$ cat config.mk
export PLATFORM = sky130hd
export DESIGN_NAME = my_ram8_clr
export DESIGN_NICKNAME = d
export VERILOG_FILES = /design/src/rtl/my_ram8_clr.sv
export SDC_FILE = /design/constraint.sdc
export NUM_CORES = 1
export LEC_CHECK = 0
export ABC_AREA = 1
export CAP_MARGIN = 25
export CORE_UTILIZATION = 45
export DETAILED_ROUTE_END_ITERATION = 10
export PLACE_DENSITY = 0.67
export SKIP_CTS_REPAIR_TIMING = 1
export SYNTH_ARGS = -nofsm -noshare
export SYNTH_HDL_FRONTEND = slang
export SYNTH_SLANG_ARGS = --single-unit
$ cat constraint.sdc
create_clock -name clk -period 2 [get_ports clk]
set_input_delay 0.4 -clock clk [delete_from_list [all_inputs] [get_ports clk]]
set_output_delay 0.4 -clock clk [all_outputs]
set_load 0.01 [all_outputs]
$ cat src/rtl/my_ram8_clr.sv
// my_ram8_clr: 8x16 register RAM with a sequential clear engine and nonzero status flags
module my_ram8_clr (
  input  logic        clk,
  input  logic        reset,
  input  logic [15:0] in,
  input  logic [2:0]  address,
  input  logic        load,
  input  logic        clear_start,
  output logic [15:0] out,
  output logic        busy,
  output logic        done,
  output logic [7:0]  nonzero,
  output logic        any_nonzero,
  output logic        all_nonzero
);
  typedef enum logic [1:0] {IDLE, CLEAR, DONE} state_t;
  state_t      state;
  logic [2:0]  cnt;
  logic [15:0] word [8];
  logic [7:0]  we;
  assign we = (state != CLEAR && load) ? 8'(8'h01 << address) : 8'h00;
  always_ff @(posedge clk) begin
    if (reset) begin
      for (int i = 0; i < 8; i++) word[i] <= '0;
      state <= IDLE;
      cnt   <= '0;
    end else begin
      for (int i = 0; i < 8; i++)
        if (we[i]) word[i] <= in;
        else if (state == CLEAR && cnt == 3'(i)) word[i] <= '0;
      if (state == CLEAR) begin
        cnt <= cnt + 3'd1;
        if (cnt == 3'd7) state <= DONE;
      end else if (clear_start) begin
        state <= CLEAR;
        cnt   <= '0;
      end else state <= IDLE;
    end
  end
  assign out  = word[address];
  assign busy = state == CLEAR;
  assign done = state == DONE;
  for (genvar k = 0; k < 8; k++) assign nonzero[k] = |word[k];
  assign any_nonzero = |nonzero;
  assign all_nonzero = &nonzero;
endmodule

======== Word-level counts from Yosys, hierarchy flattened ========
Memories as Yosys holds them, arrays and structs flattened.
Cells that the tools add are included.
Widths: inputs -> output; s select.
operators by class
  bitwise operators ....................... 16
  shift operators ......................... 1
  reductions and logical operators ........ 21
  $add $sub $neg .......................... 1
  muxes and demuxes ....................... 80
  equal/unequal tests ..................... 11
operator list
  cell                 number
  $mux 16              16
  $reduce_or 128->1    1
  $reduce_or 16->1     8
  $mux 1               59
  $or 1x1->1           16
  $eq 3x3->1 const B   4
  $logic_and 1x1->1    9
  $mux 8               1
  $reduce_and 8->1     1
  $shl 1x3->8 const A  1
  $eq 3x2->1 const B   2
  $mux 3               2
  $mux 2               2
  $ne 2x1->1 const B   2
  $add 3x1->3 const B  1
  $eq 3x1->1 const B   1
  $logic_not 3->1      1
  $eq 2x1->1 const B   1
  $eq 2x2->1 const B   1
  $reduce_bool 2->1    1
word-level totals
  output and inout bits ................... 28
  register bits after elaboration ......... 5
  logic and storage cells ................. 133
  RAM bits ................................ 128
  memories kept ........................... 1
  bits of input ports ..................... 23
memory list
  memory  depth  bits a word  rd ports  clocked after Yosys merged registers in  write ports  RTL line  text
  word    8      16           9         0                                        8            19        logic [15:0] word [8];

======== Longest topological paths before layout ========
Gate-level depths: netlist of the first run.
  depth in word-level cells ............... 8
  depth in mapped cells ................... 8
  depth with buffers taken out ............ 8

======== Worst setup path after synthesis of the first run ========
Ideal clock, no wire load.
  kind .................................... in2reg
  start point ............................. input reset
  end point ............................... memory word[1][0] (enable)
  buffers on the path ..................... 2
  library setup time ...................... 0.375 ns
  setup slack ............................. 0.123 ns
  required time ........................... 1.625 ns
  stages on the path ...................... 5
  arrival ................................. 1.502 ns
  cells stage by stage .................... inv_1 buf_4 nand4_4 buf_2 nand3_1
RTL lines
  what                RTL line  text
  start: declaration  4         input logic reset,
  end: declaration    19

==> implementation parameters, run 1 <==
Parameter                              Value

Global route
  Via count of the first global-routing pass ... 5229
  Global-route wire length before repair ... 26500 um
  Antenna violations before repair ... 0
  Total grt overflow ... 0
  Pin count of the biggest net entering global routing ... 26
  Total GRT Usage ... 0.243

STA
  Setup repair after global routing missed its margin ... yes
  Final critical-path required period ... 2.21 ns
  Worst Setup Slack, final ... -0.213 ns
  Ratio of final minimum period to clock period ... 1.11
  Final setup vio count ... 7
  Hold Vio Cnt, Final ... 0
  Final Max Slew Viols ... 0
  FMAX ... 452 MHz
  Min Hold Slack ... 0.496 ns
  Clock skew ... 0.00632 ns
  Actual slew at the worst max-slew pin ... 0.474 ns
  Relative slew margins ... 0.683

Run status
  Run status ... finished, violations left
  Violations in the final reports ... negative setup slack

CTS
  Clock buffers created by TritonCTS ... 17
  CTS Sinks ... 133
  Number of H-tree branching levels ... 4
  Clock root cell ... clkbuf_16
  Clock tree buffer depth ... 2
  Insertion delay of the later-clocked pin in the worst-skew pair ... 0.42 ns
  Reg clk slew, reported paths ... 0.06 ns
  CTS tree ... built

Setup path
  Critical R2R Launch ... cnt[0]$_SDFFE_PP0P_
  Ordered list of cells on the worst path ... nor2_2, nand2_1, nor2_2, nand2_2, inv_2, nand2_1, nor2_1, nand2_1, buf_2
  Type of the worst setup path ... reg2out
  Worst path depth ... 9
  Critical path fanouts, max ... 3
  Required time of the critical path ... 1.60 ns
  Type of origin of the critical path ... flip-flop
  CP max-delay cell ... edfxtp_1
  Origin of the worst setup path ... word[5][0]$_SDFFCE_PP0P_
  Slowest stage delay, CP ... 0.42 ns
  R2R cell count ... 5
  Worst R2R End ... word[6][5]$_SDFFCE_PP0P_
  Worst-case register-to-register setup slack ... 0.28 ns
  Arrival time reported for the critical path endpoint ... 1.81 ns
  Kind of capture point of the worst setup path ... primary output
  CP Buf/Inv Count ... 2
  Capture point of the worst path ... any_nonzero
  Most frequent CP cell ... nand2_1
  Top delay family on crit path ... simple AND/OR/NAND/NOR gates

Job
  Total of max-cap violations ... 0

Hold path
  Hold crit path type ... reg2reg

Layout
  Synth-to-layout area growth ... 36.2%
  Final net count ... 909
  Ant diodes ... 0
  Area taken by multi-input logic gates ... 2410 sq um
  Register area ... 3940 sq um
  Fill count ... 1098
  Final Instance Count excl. Fillers ... 1073
  Fraction of layout instances using a drive strength above 1 ... 0.243
  Post-Layout Inst Area ... 8970 sq um

Yosys
  Netlist cell types ... 32
  Portion of synthesized cell area occupied by the leading cell type ... 0.584
  Cell area after synthesis ... 6580 sq um
  Total of flip-flops plus latches after synthesis ... 133
  Net count after synthesis ... 753
  Cells after Synth ... 724
  Leading cell types by count after synthesis ... nand2_1, nor2_1, edfxtp_1, inv_1, nand4_1
  Number of flops mapped to enable cells by yosys ... 128
  Library cell with the largest summed area after synthesis ... edfxtp_1
  FFs w/ async S/R, synth ... 0
  Commonest register cell after synthesis ... edfxtp_1
  Seq/Total Area, Yosys ... 0.599
  Top cells by area, synth ... edfxtp_1, nand2_1, nor2_1
  Post-Synthesis Mean Instance Area ... 9.09 sq um
  Yosys synthesis warning count ... 0

Floorplan
  Core Footprint ... 14100 sq um
  Full die area ... 15100 sq um
  Effective utilization at floorplan ... 0.467
  Placement row count ... 43
  Chip Height ... 123 um
  Total I/O pin count ... 51
  Width of the die ... 123 um

Pwr
  Cell area power density ... 820 nW/um^2
  P_leak ... 3.97 nW
  Peak ir drop on the vdd network ... 555 uV

Place
  Placed cells ... 1018
  Setup slack at placement ... -0.769 ns
  Post-DP HPWL ... 12700 um
  Area post-placement ... 8010 sq um
  Number of buffers inserted by port buffering ... 50
  Routability congestion estimate ... 0.930

Detailed routing
  WL per Instance ... 16.8 um
  Router iterations before antenna repair ... 6
  Post-detailed-route via-to-cell ratio ... 5.27
  Via count of the routed design ... 5657
  DRC violations left ... 0
  Post-DRT Antenna Nets ... 0
  Initial detailed-routing violation count ... 654
  WL final ... 18100 um
per-layer routing:
metal | routed length [um] | GRT usage
met5 | 0 | 0
met4 | 458 | 0.0983
met3 | 1140 | 0.0577
met2 | 9050 | 0.398
met1 | 7420 | 0.310
cells by family after synthesis:
group / share of synthesized area
AO/OA/AOI/OAI: 0.0230
adder cells (fa/ha/maj): 0.0114
buffers and inverters: 0.0530
flip-flops: 0.599
AND/OR/NAND/NOR: 0.313
worst min-delay path, cell delays in order, from the launching register on:
cell     delay [ns]
dfxtp_1        0.33
nand2_1        0.07
a21oi_1        0.05
metrics by stage:
stage | util | TNS (ns) | power, mW
finish | 0.636 | -0.503 | 7.36
global route | 0.636 | -0.982 | 7.58
CTS | 0.610 | -15.59 | 7.30
detailed placement | 0.568 | -56.16 | 4.16
global placement | 0.568 | -44.23 | 4.15
floorplan | - | 0 | 3.72
layout make-up:
type,count,share of cell area
flip-flops and latches,133,0.440
multi-input cells,515,0.269
repair buffers,163,0.178
clock buffers,19,0.0483
well taps,180,0.0251
inverters,50,0.0218
clock inverters,13,0.0181
how the worst min path moves through the flow:
| stage | startpoint | end | slack [ns] | cells past startpoint |
|---|---|---|---|---|
| final | cnt[1]$_SDFFE_PP0P_ | cnt[1]$_SDFFE_PP0P_ | 0.50 | 2 |
| after global routing | cnt[1]$_SDFFE_PP0P_ | cnt[1]$_SDFFE_PP0P_ | 0.52 | 2 |
| after CTS | cnt[1]$_SDFFE_PP0P_ | cnt[1]$_SDFFE_PP0P_ | 0.50 | 2 |
| after detailed placement | cnt[1]$_SDFFE_PP0P_ | cnt[1]$_SDFFE_PP0P_ | 0.49 | 2 |
| after global placement | cnt[1]$_SDFFE_PP0P_ | cnt[1]$_SDFFE_PP0P_ | 0.48 | 2 |
| after floorplan | cnt[1]$_SDFFE_PP0P_ | cnt[1]$_SDFFE_PP0P_ | 0.47 | 2 |
cells in the final DEF, fill, tap and decap left out, types with 5 or more instances in the layout:
master and instances:
inv_2 5, nor2_2 21, a21oi_1 7, edfxtp_1 128, buf_6 14, clkbuf_16 19
clkbuf_2 5, dlymetal6s2s_1 12, dfxtp_1 5, nand2_1 204, ha_1 6, nor2_4 6
buf_2 5, buf_4 88, nor2_1 195, nand4_1 25, clkdlybuf4s50_1 21, buf_12 15
nand3_1 18, inv_1 43, nand2_2 7
sequential cells by signal (all words and copies together) (netlist names):
signal  flops
word      128
cnt         3
state       2
report_power, final:
group	total [mW]	switching [mW]	internal (mW)
clock network	3.17	1.12	2.05
registers	3.30	0.0872	3.21
logic	0.885	0.495	0.390
(Power assumes the default switching activity.)
==> inputs of run 2 (changes only) <==
Settings changed: CAP_MARGIN 25 to default, MAX_ROUTING_LAYER from default to met4, PLACE_DENSITY 0.67 to 0.7.
==> run 2 against run 1 <==
Compared with the run above:
- the run still ends with negative setup slack left
- worst setup slack improved by 0.049 ns
- register-to-register slack better by 0.11 ns
- clock power shrank 5%
- critical path type unchanged
- largest power group unchanged
- highest routed layer unchanged
==> implementation parameters, run 2 (synthesized netlist as in run 1, its figures left out) <==
Parameter                              Value

CTS
  Number of H-tree branching levels ... 4 (unchanged)
  Insertion delay of the later-clocked pin in the worst-skew pair ... 0.44 ns (+0.02 ns)
  Clock tree buffer depth ... 2 (unchanged)
  CTS Sinks ... 133 (unchanged)
  Reg clk slew, reported paths ... 0.06 ns (about the same)
  Clock root cell ... clkbuf_16
  Clock buffers created by TritonCTS ... 17 (unchanged)
  CTS tree ... built

Detailed routing
  WL final ... 19600 um (+8.3%)
  Via count of the routed design ... 5824 (+3.0%)
  WL per Instance ... 18.2 um (+8.4%)
  Post-DRT Antenna Nets ... 0 (unchanged)
  Initial detailed-routing violation count ... 806 (+23%)
  Router iterations before antenna repair ... 5 (-1)
  DRC violations left ... 0 (unchanged)
  Post-detailed-route via-to-cell ratio ... 5.43 (+3.0%)

Layout
  Top library cells by usage in the layout, fill and taps aside ... nand2_1, nor2_1, edfxtp_1
  Synth-to-layout area growth ... 37.2%
  Most common library cell in the layout ignoring fill and taps ... nand2_1
  Fraction of layout instances using a drive strength above 1 ... 0.261 (+0.0182)
  Register bank with the most flops ... word
  Final net count ... 908 (-0.11%)
  Registers with the most flip-flops ... word x128, cnt x3, state x2
  Fill count ... 1090 (-0.73%)
  Max reg flops ... 128 (unchanged)
  Ant diodes ... 0 (unchanged)

Floorplan
  Placement row count ... 43 (unchanged)
  Effective utilization at floorplan ... 0.467 (unchanged)
  Width of the die ... 123 um (unchanged)
  Chip Height ... 123 um (unchanged)
  Full die area ... 15100 sq um (unchanged)
  Core Footprint ... 14100 sq um (unchanged)
  Total I/O pin count ... 51 (unchanged)

Run status
  Violations in the final reports ... negative setup slack
  Run status ... finished, violations left

Global route
  Pin count of the biggest net entering global routing ... 27 (+3.8%)
  Total grt overflow ... 0 (unchanged)
  Total GRT Usage ... 0.270 (+0.0267)
  Global-route wire length before repair ... 28400 um (+7.2%)
  Via count of the first global-routing pass ... 5384 (+3.0%)
  Antenna violations before repair ... 0 (unchanged)

Place
  Number of buffers inserted by port buffering ... 50 (unchanged)
  Routability congestion estimate ... 0.883 (-5.1%)
  Post-DP HPWL ... 12900 um (+2.2%)

Setup path
  Type of the worst setup path ... reg2out
  Ordered list of cells on the worst path ... nor2_1, nand2_1, nor2_1, nand2_2, inv_1, nand2_1, nor2_1, nand2_1, buf_2
  Required time of the critical path ... 1.60 ns (about the same)
  Type of origin of the critical path ... flip-flop
  Slowest stage delay, CP ... 0.45 ns (+0.03 ns)
  Arrival time reported for the critical path endpoint ... 1.76 ns (-0.05 ns)
  Top delay family on crit path ... simple AND/OR/NAND/NOR gates
  CP max-delay cell ... edfxtp_1
  Critical path fanouts, max ... 3 (unchanged)
  CP Buf/Inv Count ... 2 (unchanged)
  Kind of capture point of the worst setup path ... primary output

STA
  Final Max Slew Viols ... 0 (unchanged)
  Clock skew ... 0.00741 ns (+0.00109 ns)
  Actual slew at the worst max-slew pin ... 0.415 ns (-0.0591 ns)
  Hold Vio Cnt, Final ... 0 (unchanged)
  Post-route setup TNS ... -0.393 ns (+0.110 ns)
  Final setup vio count ... 4 (-3)
  Setup repair after global routing missed its margin ... yes
  Worst Setup Slack, final ... -0.164 ns (+0.0492 ns)
  Final critical-path required period ... 2.16 ns (-0.0492 ns)
  Ratio of final minimum period to clock period ... 1.08 (-0.0246)
  Relative slew margins ... 0.723 (+0.0406)
  FMAX ... 462 MHz (+2.3%)

Pwr
  Cell area power density ... 800 nW/um^2 (-2.5%)
  P_leak ... 4.04 nW (+1.7%)
  Overall power consumption ... 7.22 mW (-1.8%)
  Peak ir drop on the vdd network ... 615 uV (+11%)

Hold path
  Hold crit path type ... reg2reg

Job
  Total of max-cap violations ... 0 (unchanged)
==> run 2: changes by cell type in the layout (fill, tap and decap cells not counted), moves of 3 or more <==
cell / delta
buf_12: +3
buf_2: -3
buf_4: -4
bufinv_16: -4
clkbuf_16: +3
clkinv_1: -4
clkinvlp_4: +3
nand2_1: -9
nand2_2: +8
nor2_1: -5
nor2_2: +4
==> run 2: per-layer routing <==
layer	GRT usage	wire length (um)
met1	0.334	7390
met2	0.425	9700
met3	0.0586	1840
met4	0.120	632
met5	-	0
==> run 2: tightest hold or removal path, stage by stage, from the launching register on <==
cell and delay, ns:
dfxtp_1 0.34, nand2_1 0.08, a21oi_1 0.05
==> run 2: cell type report <==
cell class | instances | area (sq um) | area share
clock buffer | 21 | 504 | 0.0558
clock inverter | 11 | 72.6 | 0.00803
inverter | 50 | 195 | 0.0216
multi-input combinational | 515 | 2450 | 0.271
sequential | 133 | 3940 | 0.437
tap | 180 | 225 | 0.0249
timing repair buffer | 162 | 1640 | 0.182
==> run 2: report_power, final <==
group	switching (mW)	total (mW)	internal (mW)
sequential	0.0887	3.30	3.21
clock	1.21	3.00	1.79
combinational	0.521	0.921	0.399
==> run 2: worst paths after layout <==
| path | start | to | slack [ns] | cells past startpoint |
|---|---|---|---|---|
| worst max-delay path | word[1][15]$_SDFFCE_PP0P_ | any_nonzero | -0.16 | 9 |
| worst min-delay path | cnt[1]$_SDFFE_PP0P_ | cnt[1]$_SDFFE_PP0P_ | 0.52 | 2 |
| worst max register to register | cnt[1]$_SDFFE_PP0P_ | word[7][6]$_SDFFCE_PP0P_ | 0.39 | 6 |
| worst min register to register | cnt[1]$_SDFFE_PP0P_ | cnt[1]$_SDFFE_PP0P_ | 0.52 | 2 |
==> run 2: per-stage QoR <==
step / hold slack (ns) / instance area, sq um / utilization / instances / worst slack (ns)
after floorplan: 0.466 / 6580 / - / 724 / 0.123
after global placement: 0.488 / 8060 / 0.572 / 1022 / -0.719
after detailed placement: 0.517 / 8060 / 0.572 / 1022 / -0.748
after CTS: 0.526 / 8640 / 0.613 / 1054 / -0.793
after global routing: 0.558 / 9030 / 0.641 / 1072 / -0.255
final: 0.524 / 9030 / 0.641 / 1072 / -0.164
==> inputs of run 3 (changes only) <==
Settings changed: GPL_TIMING_DRIVEN from default to 0, MAX_ROUTING_LAYER met4 to default.
==> run 3 against run 2 <==
Compared with the run above:
- the run still ends with negative setup slack left
- power down 2.0%
- combinational power down 13%
- non-clock buffer count is 58 lower
- critical endpoint unchanged
- clock power is essentially flat
- die area unchanged
- global-route usage shrank 1.9 points
- sequential power barely moved
==> implementation parameters, run 3 (synthesized netlist as in run 1, its figures left out) <==
Parameter                              Value

Layout
  Fraction of layout instances using a drive strength above 1 ... 0.197 (-0.0638)
  Synth-to-layout area growth ... 29.0%
  Final Instance Count excl. Fillers ... 1016 (-5.2%)
  Registers with the most flip-flops ... word x128, cnt x3, state x2
  Max reg flops ... 128 (unchanged)
  Top library cells by usage in the layout, fill and taps aside ... nand2_1, nor2_1, edfxtp_1
  Most common library cell in the layout ignoring fill and taps ... nand2_1
  Register bank with the most flops ... word
  Final net count ... 852 (-6.2%)
  Ant diodes ... 0 (unchanged)
  Post-Layout Inst Area ... 8490 sq um (-6.0%)
  Core occupancy in the finished layout ... 0.602 (-0.0386)

CTS
  Clock buffers created by TritonCTS ... 17 (unchanged)
  Clock tree buffer depth ... 2 (unchanged)
  Clock root cell ... clkbuf_16
  Reg clk slew, reported paths ... 0.05 ns (about the same)
  Number of H-tree branching levels ... 4 (unchanged)
  CTS tree ... built
  CTS Sinks ... 133 (unchanged)
  Insertion delay of the later-clocked pin in the worst-skew pair ... 0.43 ns (about the same)

STA
  Actual slew at the worst max-slew pin ... 0.519 ns (+0.104 ns)
  Hold Vio Cnt, Final ... 0 (unchanged)
  Worst Setup Slack, final ... -0.140 ns (+0.0237 ns)
  Final Max Slew Viols ... 0 (unchanged)
  Post-route setup TNS ... -0.201 ns (+0.192 ns)
  Clock skew ... 0.00510 ns (-0.00231 ns)
  Min Hold Slack ... 0.510 ns (-0.0145 ns)
  Final setup vio count ... 2 (-2)
  FMAX ... 467 MHz (+1.1%)
  Final critical-path required period ... 2.14 ns (-0.0237 ns)
  Setup repair after global routing missed its margin ... yes
  Ratio of final minimum period to clock period ... 1.07 (-0.0119)
  Relative slew margins ... 0.653 (-0.0705)

Run status
  Run status ... finished, violations left
  Violations in the final reports ... negative setup slack

Global route
  Met2 layer usage reported by global route ... 0.425 (-0.000702)
  Pin count of the biggest net entering global routing ... 17 (-37%)
  Global-route wire length before repair ... 27200 um (-4.3%)
  Met1 global-route usage ... 0.308 (-0.0257)
  Via count of the first global-routing pass ... 5093 (-5.4%)
  Busiest metal layer after global routing ... met2
  Total GRT Usage ... 0.251 (-0.0187)
  Total grt overflow ... 0 (unchanged)
  Antenna violations before repair ... 0 (unchanged)
  M3 GR Usage ... 0.0604 (+0.00185)

Setup path
  Type of origin of the critical path ... flip-flop
  Critical path fanouts, max ... 3 (unchanged)
  Kind of capture point of the worst setup path ... primary output
  Worst-case register-to-register setup slack ... 0.11 ns (-0.28 ns)
  Arrival time reported for the critical path endpoint ... 1.74 ns (-0.02 ns)
  Required time of the critical path ... 1.60 ns (about the same)
  Type of the worst setup path ... reg2out

Detailed routing
  Post-detailed-route via-to-cell ratio ... 5.40 (-0.54%)
  DRC violations left ... 0 (unchanged)
  WL final ... 18800 um (-4.0%)
  Router iterations before antenna repair ... 6 (+1)
  Initial detailed-routing violation count ... 676 (-16%)
  WL per Instance ... 18.5 um (+1.3%)
  Via count of the routed design ... 5490 (-5.7%)
  Post-DRT Antenna Nets ... 0 (unchanged)

Floorplan
  Effective utilization at floorplan ... 0.467 (unchanged)
  Core Footprint ... 14100 sq um (unchanged)
  Full die area ... 15100 sq um (unchanged)
  Width of the die ... 123 um (unchanged)
  Placement row count ... 43 (unchanged)
  Total I/O pin count ... 51 (unchanged)
  Chip Height ... 123 um (unchanged)

Pwr
  Switching Share ... 0.244 (-0.00731)
  P_int ... 5.35 mW (-1.1%)
  Overall power consumption ... 7.08 mW (-2.0%)
  Share of total power in combinational logic ... 0.114 (-0.013)
  Part of the power in registers ... 0.467 (+0.010)
  Peak ir drop on the vdd network ... 477 uV (-22%)
  Clock power share ... 0.420 (+0.005)
  Cell area power density ... 834 nW/um^2 (+4.2%)
  P_leak ... 3.67 nW (-9.2%)
  Reported net switching power ... 1.73 mW (-4.9%)

Place
  Placed cells ... 954 (-6.7%)
  Routability congestion estimate ... 0.879 (-0.41%)
  Area post-placement ... 7310 sq um (-9.4%)
  Post-DP HPWL ... 13100 um (+1.6%)
  Number of buffers inserted by port buffering ... 50 (unchanged)
  Setup slack at placement ... -1.07 ns (-0.323 ns)

Job
  Total of max-cap violations ... 0 (unchanged)

Hold path
  Hold crit path type ... reg2reg
[run 3: changes by cell type in the layout (fill, tap and decap cells not counted), moves of 7 or more]
cell / delta
buf_12: -15
dlymetal6s2s_1: +9
nand2_2: -7
buf_4: -51
nand2_1: +8
[run 3: critical path, cell delays in order (launching register included)]
cell,delay (ns)
edfxtp_1,0.42
nor2_1,0.16
nand2_1,0.11
nor2_4,0.15
nand2_2,0.09
inv_1,0.06
nand2_1,0.04
nor2_1,0.08
nand2_1,0.07
buf_2,0.14
[run 3: final timing paths]
kind	from	endpoint	depth (start not counted)
max	word[0][7]$_SDFFCE_PP0P_	any_nonzero	9
min	cnt[1]$_SDFFE_PP0P_	cnt[1]$_SDFFE_PP0P_	2
max reg2reg	state[1]$_SDFFE_PP0P_	word[0][1]$_SDFFCE_PP0P_	7
min reg2reg	cnt[1]$_SDFFE_PP0P_	cnt[1]$_SDFFE_PP0P_	2
[run 3: layout make-up]
type	count	area, sq um
inverter	50	190
clock buffer	24	492
timing repair buffer	79	788
multi-input combinational	517	2540
sequential	133	3940
buffer	25	234
clock inverter	8	75.1
tap	180	225
fill	1176	5610
[run 3: layer usage]
metal  wire length [um]  up-vias
met5                  0        -
met4                529        0
met3               1500       46
met2               9510      265
met1               7230     2606
li1                   -     2573
[run 3: power groups by stage]
stage | Combinational (mW) | Sequential, mW | Clock, mW
after floorplan | 0.398 | 3.32 | 0
after global placement | 0.662 | 3.34 | 0
after detailed placement | 0.677 | 3.35 | 0
after CTS | 0.680 | 3.30 | 2.97
after global routing | 0.864 | 3.31 | 3.11
final | 0.803 | 3.30 | 2.97
